### config.mk
export PLATFORM = sky130hd
export DESIGN_NAME = div
export DESIGN_NICKNAME = d
export VERILOG_FILES = /design/src/rtl/div.sv
export SDC_FILE = /design/constraint.sdc
export NUM_CORES = 1
export LEC_CHECK = 0
export CAP_MARGIN = 10
export CORE_MARGIN = 1.5
export CORE_UTILIZATION = 45
export CTS_BUF_LIST = sky130_fd_sc_hd__clkbuf_8
export DETAILED_ROUTE_END_ITERATION = 8
export PLACE_DENSITY = 0.66
export SETUP_SLACK_MARGIN = 0.4
export SYNTH_ARGS = -nofsm -noshare
export SYNTH_HDL_FRONTEND = slang
export SYNTH_SLANG_ARGS = --single-unit
### constraint.sdc
create_clock -name clk -period 4.65 [get_ports clk]
set_input_delay 0.93 -clock clk [delete_from_list [all_inputs] [get_ports clk]]
set_output_delay 0.93 -clock clk [all_outputs]
set_load 0.01 [all_outputs]
### src/rtl/div.sv
// Multi-cycle signed restoring divider: one quotient bit per clock, MSB first.
// Optional DIV_UNSIGNED_EN adds a sem_sinal input selecting unsigned operation.
module div #(
   parameter int DW = 32,
   parameter int VW = 16
) (
   input  logic          clk,
   input  logic          rst,
   input  logic          ini,
`ifdef DIV_UNSIGNED_EN
   input  logic          sem_sinal,
`endif
   input  logic [DW-1:0] A,
   input  logic [VW-1:0] B,
   output logic [DW-1:0] quociente,
   output logic [VW-1:0] resto,
   output logic          pronto,
   output logic          ocupado,
   output logic          div_zero
);

   localparam int CW = $clog2(DW);

   typedef enum logic [1:0] {IDLE, CALC, FIX} state_t;

   state_t        state_q, state_d;
   logic [CW-1:0] cnt_q, cnt_d;
   logic [DW-1:0] a_q, a_d;      // |A| shifting out, quotient bits shifting in
   logic [VW-1:0] b_q, b_d;
   logic [VW-1:0] rem_q, rem_d;
   logic          sa_q, sa_d, sb_q, sb_d;
   logic [DW-1:0] quo_q, quo_d;
   logic [VW-1:0] res_q, res_d;
   logic          pronto_q, pronto_d, dz_q, dz_d;

   logic          uns, sa_in, sb_in, qbit;
   logic [VW:0]   rem_sh;

`ifdef DIV_UNSIGNED_EN
   assign uns = sem_sinal;
`else
   assign uns = 1'b0;
`endif

   assign sa_in = A[DW-1] & ~uns;
   assign sb_in = B[VW-1] & ~uns;

   always_comb begin
      state_d  = state_q;
      cnt_d    = cnt_q;
      a_d      = a_q;
      b_d      = b_q;
      rem_d    = rem_q;
      sa_d     = sa_q;
      sb_d     = sb_q;
      quo_d    = quo_q;
      res_d    = res_q;
      pronto_d = 1'b0;
      dz_d     = dz_q;
      // Remainder stays below |B|, so one extra bit holds the shifted value.
      rem_sh   = {rem_q, a_q[DW-1]};
      qbit     = (rem_sh >= {1'b0, b_q});
      case (state_q)
         IDLE: begin
            if (ini) begin
               if (B == '0) begin
                  quo_d    = '1;
                  res_d    = A[VW-1:0];
                  dz_d     = 1'b1;
                  pronto_d = 1'b1;
               end else begin
                  a_d     = sa_in ? -A : A;
                  b_d     = sb_in ? -B : B;
                  sa_d    = sa_in;
                  sb_d    = sb_in;
                  rem_d   = '0;
                  cnt_d   = CW'(DW - 1);
                  dz_d    = 1'b0;
                  state_d = CALC;
               end
            end
         end
         CALC: begin
            rem_d = qbit ? VW'(rem_sh - {1'b0, b_q}) : VW'(rem_sh);
            a_d   = {a_q[DW-2:0], qbit};
            if (cnt_q == '0) state_d = FIX;
            else             cnt_d   = cnt_q - 1'b1;
         end
         FIX: begin
            quo_d    = (sa_q ^ sb_q) ? -a_q : a_q;
            res_d    = sa_q ? -rem_q : rem_q;
            pronto_d = 1'b1;
            state_d  = IDLE;
         end
         default: state_d = IDLE;
      endcase
   end

   always_ff @(posedge clk or posedge rst) begin
      if (rst) begin
         state_q  <= IDLE;
         cnt_q    <= '0;
         a_q      <= '0;
         b_q      <= '0;
         rem_q    <= '0;
         sa_q     <= 1'b0;
         sb_q     <= 1'b0;
         quo_q    <= '0;
         res_q    <= '0;
         pronto_q <= 1'b0;
         dz_q     <= 1'b0;
      end else begin
         state_q  <= state_d;
         cnt_q    <= cnt_d;
         a_q      <= a_d;
         b_q      <= b_d;
         rem_q    <= rem_d;
         sa_q     <= sa_d;
         sb_q     <= sb_d;
         quo_q    <= quo_d;
         res_q    <= res_d;
         pronto_q <= pronto_d;
         dz_q     <= dz_d;
      end
   end

   assign quociente = quo_q;
   assign resto     = res_q;
   assign pronto    = pronto_q;
   assign div_zero  = dz_q;
   assign ocupado   = (state_q != IDLE);

endmodule

==> qor.tcl <==
set qor(status) {finished clean}
set qor(chipWidth_um) 139
set qor(io_pins) 102
set qor(detail_route.vias_per_cell) 5.83
set qor(timing.critical_path.fanout_max) 12
set qor(grt_pass1_vias) 7050
set qor(cts_hold_buf) 0
set qor(crit_path_start) {A[4]}
set qor(port_buf_inserts) 101
set qor(synth_warnings) 0
set qor(die_area_um2) 19200
set qor(synth_edf_count) 0
set qor(detail_route.wl_per_cell_um) 17.7
set qor(synthesis.instances) 955
set qor(dpl-instance-area_um2) 9470
set qor(worst_ep_required_time_ps) 4990
set qor(cts_max_path_buffers) 2
set qor(drc_errors) 0
set qor(htree_levels) 4
set qor(path_clk_slew_ps) 80
set qor(endpoints_failing_setup) 0
set qor(timing.critical_path.slowest_stage_cell) {sky130_fd_sc_hd__nand4b_1}
set qor(cts_root_buffer) {sky130_fd_sc_hd__clkbuf_8}
set qor(drv_slew) 0
set qor(synth.distinct_cells) 65
set qor(fin_crit_ps) 3410
set qor(globalplace.congestion) 0.879
set qor(cts-buffers-inserted) 17
set qor(worst_setup_path_end_kind) {flop}
set qor(detailedPlacementHpwl_um) 16500
set qor(area_growth_pct) 19.1
set qor(layout_common_cells) {sky130_fd_sc_hd__dfrtp_1 (123), sky130_fd_sc_hd__clkdlybuf4s50_1 (101), sky130_fd_sc_hd__nand2_1 (79)}
set qor(power.leakage_nw) 3.90
set qor(synthesized_net_count) 1029
set qor(ys_seq_elements) 123
set qor(post_synth_instance_area_um2) 8270
set qor(fraction_of_layout_cells_with_a_size_suffix_above_1) 0.0641
set qor(pwr_density_cell_nw_per_um2) 640
set qor(final_critical_path_share_of_the_clock_period) 0.734
set qor(clkLatencyLatePin_ps) 460
set qor(core_um2) 18000
set qor(clock-sinks) 123
set qor(unrepaired_setup_endpoints_after_global_routing) {no}
set qor(commonest_non_fill_non_tap_cell_in_the_layout) {sky130_fd_sc_hd__dfrtp_1}
set qor(proportion_of_register_bits_with_asynchronous_set_or_reset_after_synthesis) 1.00
set qor(grt_overflow) 0
set qor(antenna-diode-count) 0
set qor(grt_max_degree) 81
set qor(max_slew_margin) 0.283
set qor(firstDrtPassIters) 5
set qor(gr-usage-all-layers) 0.237
set qor(post_cts_resize_count) 0
set qor(maxCapViolations) 0
set qor(holdCritPathClass) {reg -> reg}
set qor(floorplan.initialDensity) 0.460
set qor(timing.critical_path.max_delay_family) {simple AND/OR/NAND/NOR gates}
set qor(worstSetupStartpointType) {primary input}
set qor(count_of_buffering_cells_on_the_critical_path_with_inverters_included) 1
set qor(cp_slowest_stage_delay_ps) 570
set qor(route.final.wire_length_um) 22600
set qor(setup.reg_to_reg.worst_slack_ps) 1380
set qor(synth_flop_cell) {sky130_fd_sc_hd__dfrtp_1}
set qor(synth-seq-area-share) 0.372
set qor(crit_arrival_ps) 3760
set qor(final.setup.tns_ps) 0
set qor(ant_nets) 0
set qor(grt_first_pass_wirelength_um) 36800
set qor(clock-skew-final_ps) 10.6
set qor(nets) 1107
set qor(design_area_um2) 9840
set qor(ir_worst_vdd_mv) 0.539
set qor(first_iter_violations) 472
set qor(initial_antenna_violation_count) 0
set qor(cts_tree) {done}
set qor(regToRegStartpoint) {rem_q[3]}
set qor(die_height_um) 139
set qor(syn_area_per_cell_um2) 8.65
set qor(worst_tran_pin_value_ps) 1070
set qor(launch_instance_of_the_worst_min_delay_path) {b_q[13]}
set qor(report.final.hold_viol_count) 0
set qor(cp_cell_sequence) {clkdlybuf4s50_1 > nor3_1 > nand4b_1 > o41ai_1 > xor2_1 > o21ai_0 > a221o_1}
set qor(maxClockFrequency_mhz) 293
set qor(std_cell_rows) 49
set qor(setup.worst_path.class) {in -> reg}
set qor(post-cts-setup-buffer-count) 0
set qor(route.vias.total) 7427
[where the power goes]
part	leakage, nW	internal (mW)	total (mW)	switching [mW]
logic	2.28	1.56	3.48	1.92
clock network	0.183	0.431	0.925	0.494
registers	1.44	1.41	1.89	0.476
total	3.90	3.40	6.30	2.89
[metal layers]
layer,share of wire,up-vias,global-route usage
met4,0.024,0,0.0886
met5,0,-,0
met1,0.44,3549,0.310
met3,0.047,38,0.0481
li1,-,3635,-
met2,0.49,205,0.389
[kinds of logic (layout without fill, tap and decap cells)]
| kind of cell | Yosys count | after routing | synth area share |
|---|---|---|---|
| AO/OA/AOI/OAI | 296 | 296 | 0.228 |
| AND/OR/NAND/NOR | 285 | 285 | 0.173 |
| flip-flops | 123 | 123 | 0.372 |
| XOR/XNOR | 101 | 101 | 0.107 |
| buffers and inverters | 99 | 190 | 0.0490 |
| multiplexers | 28 | 28 | 0.0344 |
| adder cells (fa/ha/maj) | 23 | 23 | 0.0357 |
[per-stage QoR]
stage               utilization  instances  hold WS, ps  power (mW)  setup WS [ps]
floorplan                     -        955          450        4.49            449
global placement          0.527       1243          465        5.31            821
detailed placement        0.527       1243          474        5.35            810
CTS                       0.548       1275          494        6.29           1270
global route              0.548       1275          514        6.83           1070
finish                    0.548       1275          487        6.30           1240
[worst reg2reg max path, cell delays in order (launching register included)]
cell and delay (ps):
sky130_fd_sc_hd__dfrtp_1 490, sky130_fd_sc_hd__ha_1 440, sky130_fd_sc_hd__and4_1 270, sky130_fd_sc_hd__a21boi_1 450
sky130_fd_sc_hd__o21ai_1 210, sky130_fd_sc_hd__a311oi_2 560, sky130_fd_sc_hd__nor2_1 300, sky130_fd_sc_hd__a311o_1 430
[synth_stat cells, types with 12 or more instances]
library cell	count	area share
sky130_fd_sc_hd__inv_1	42	0.019
sky130_fd_sc_hd__mux2i_1	25	0.030
sky130_fd_sc_hd__nor3_1	20	0.012
sky130_fd_sc_hd__a21oi_1	71	0.043
sky130_fd_sc_hd__o21ai_0	75	0.045
sky130_fd_sc_hd__clkbuf_1	45	0.020
sky130_fd_sc_hd__nand2_1	79	0.036
sky130_fd_sc_hd__nand4_1	12	0.0091
sky130_fd_sc_hd__ha_1	22	0.033
sky130_fd_sc_hd__xor2_1	43	0.046
sky130_fd_sc_hd__or3_1	15	0.011
sky130_fd_sc_hd__nor2_1	75	0.034
sky130_fd_sc_hd__nand3_1	20	0.012
sky130_fd_sc_hd__a21o_1	13	0.012
sky130_fd_sc_hd__xnor2_1	58	0.061
sky130_fd_sc_hd__o31ai_1	29	0.026
sky130_fd_sc_hd__dfrtp_1	123	0.37
sky130_fd_sc_hd__o41ai_1	19	0.020
sky130_fd_sc_hd__o21ai_1	20	0.012
[flip-flops by register name, summed over array words and instances (netlist names), 2 cells and up]
name,count
resto,16
rem_q,16
b_q,16
quociente,32
a_q,32
cnt_q,5
state_q,2
[path summary, 6_finish.rpt]
path,to,cells after the start
hold / removal,b_q[13],2
min in group asynchronous,pronto,2
hold reg to reg,b_q[13],2
max in group asynchronous,b_q[11],3
setup reg to reg,rem_q[11],7
setup / recovery,a_q[20],7
[cell type report]
class / count / area (um2)
Clock buffer: 17 / 234
Clock inverter: 15 / 141
Fill cell: 1686 / 8120
Inverter: 42 / 160
Multi-Input combinational cell: 733 / 4800
Sequential cell: 123 / 3080
Tap cell: 229 / 287
Timing Repair Buffer: 116 / 1140
Power figures use the tool's default switching activity.
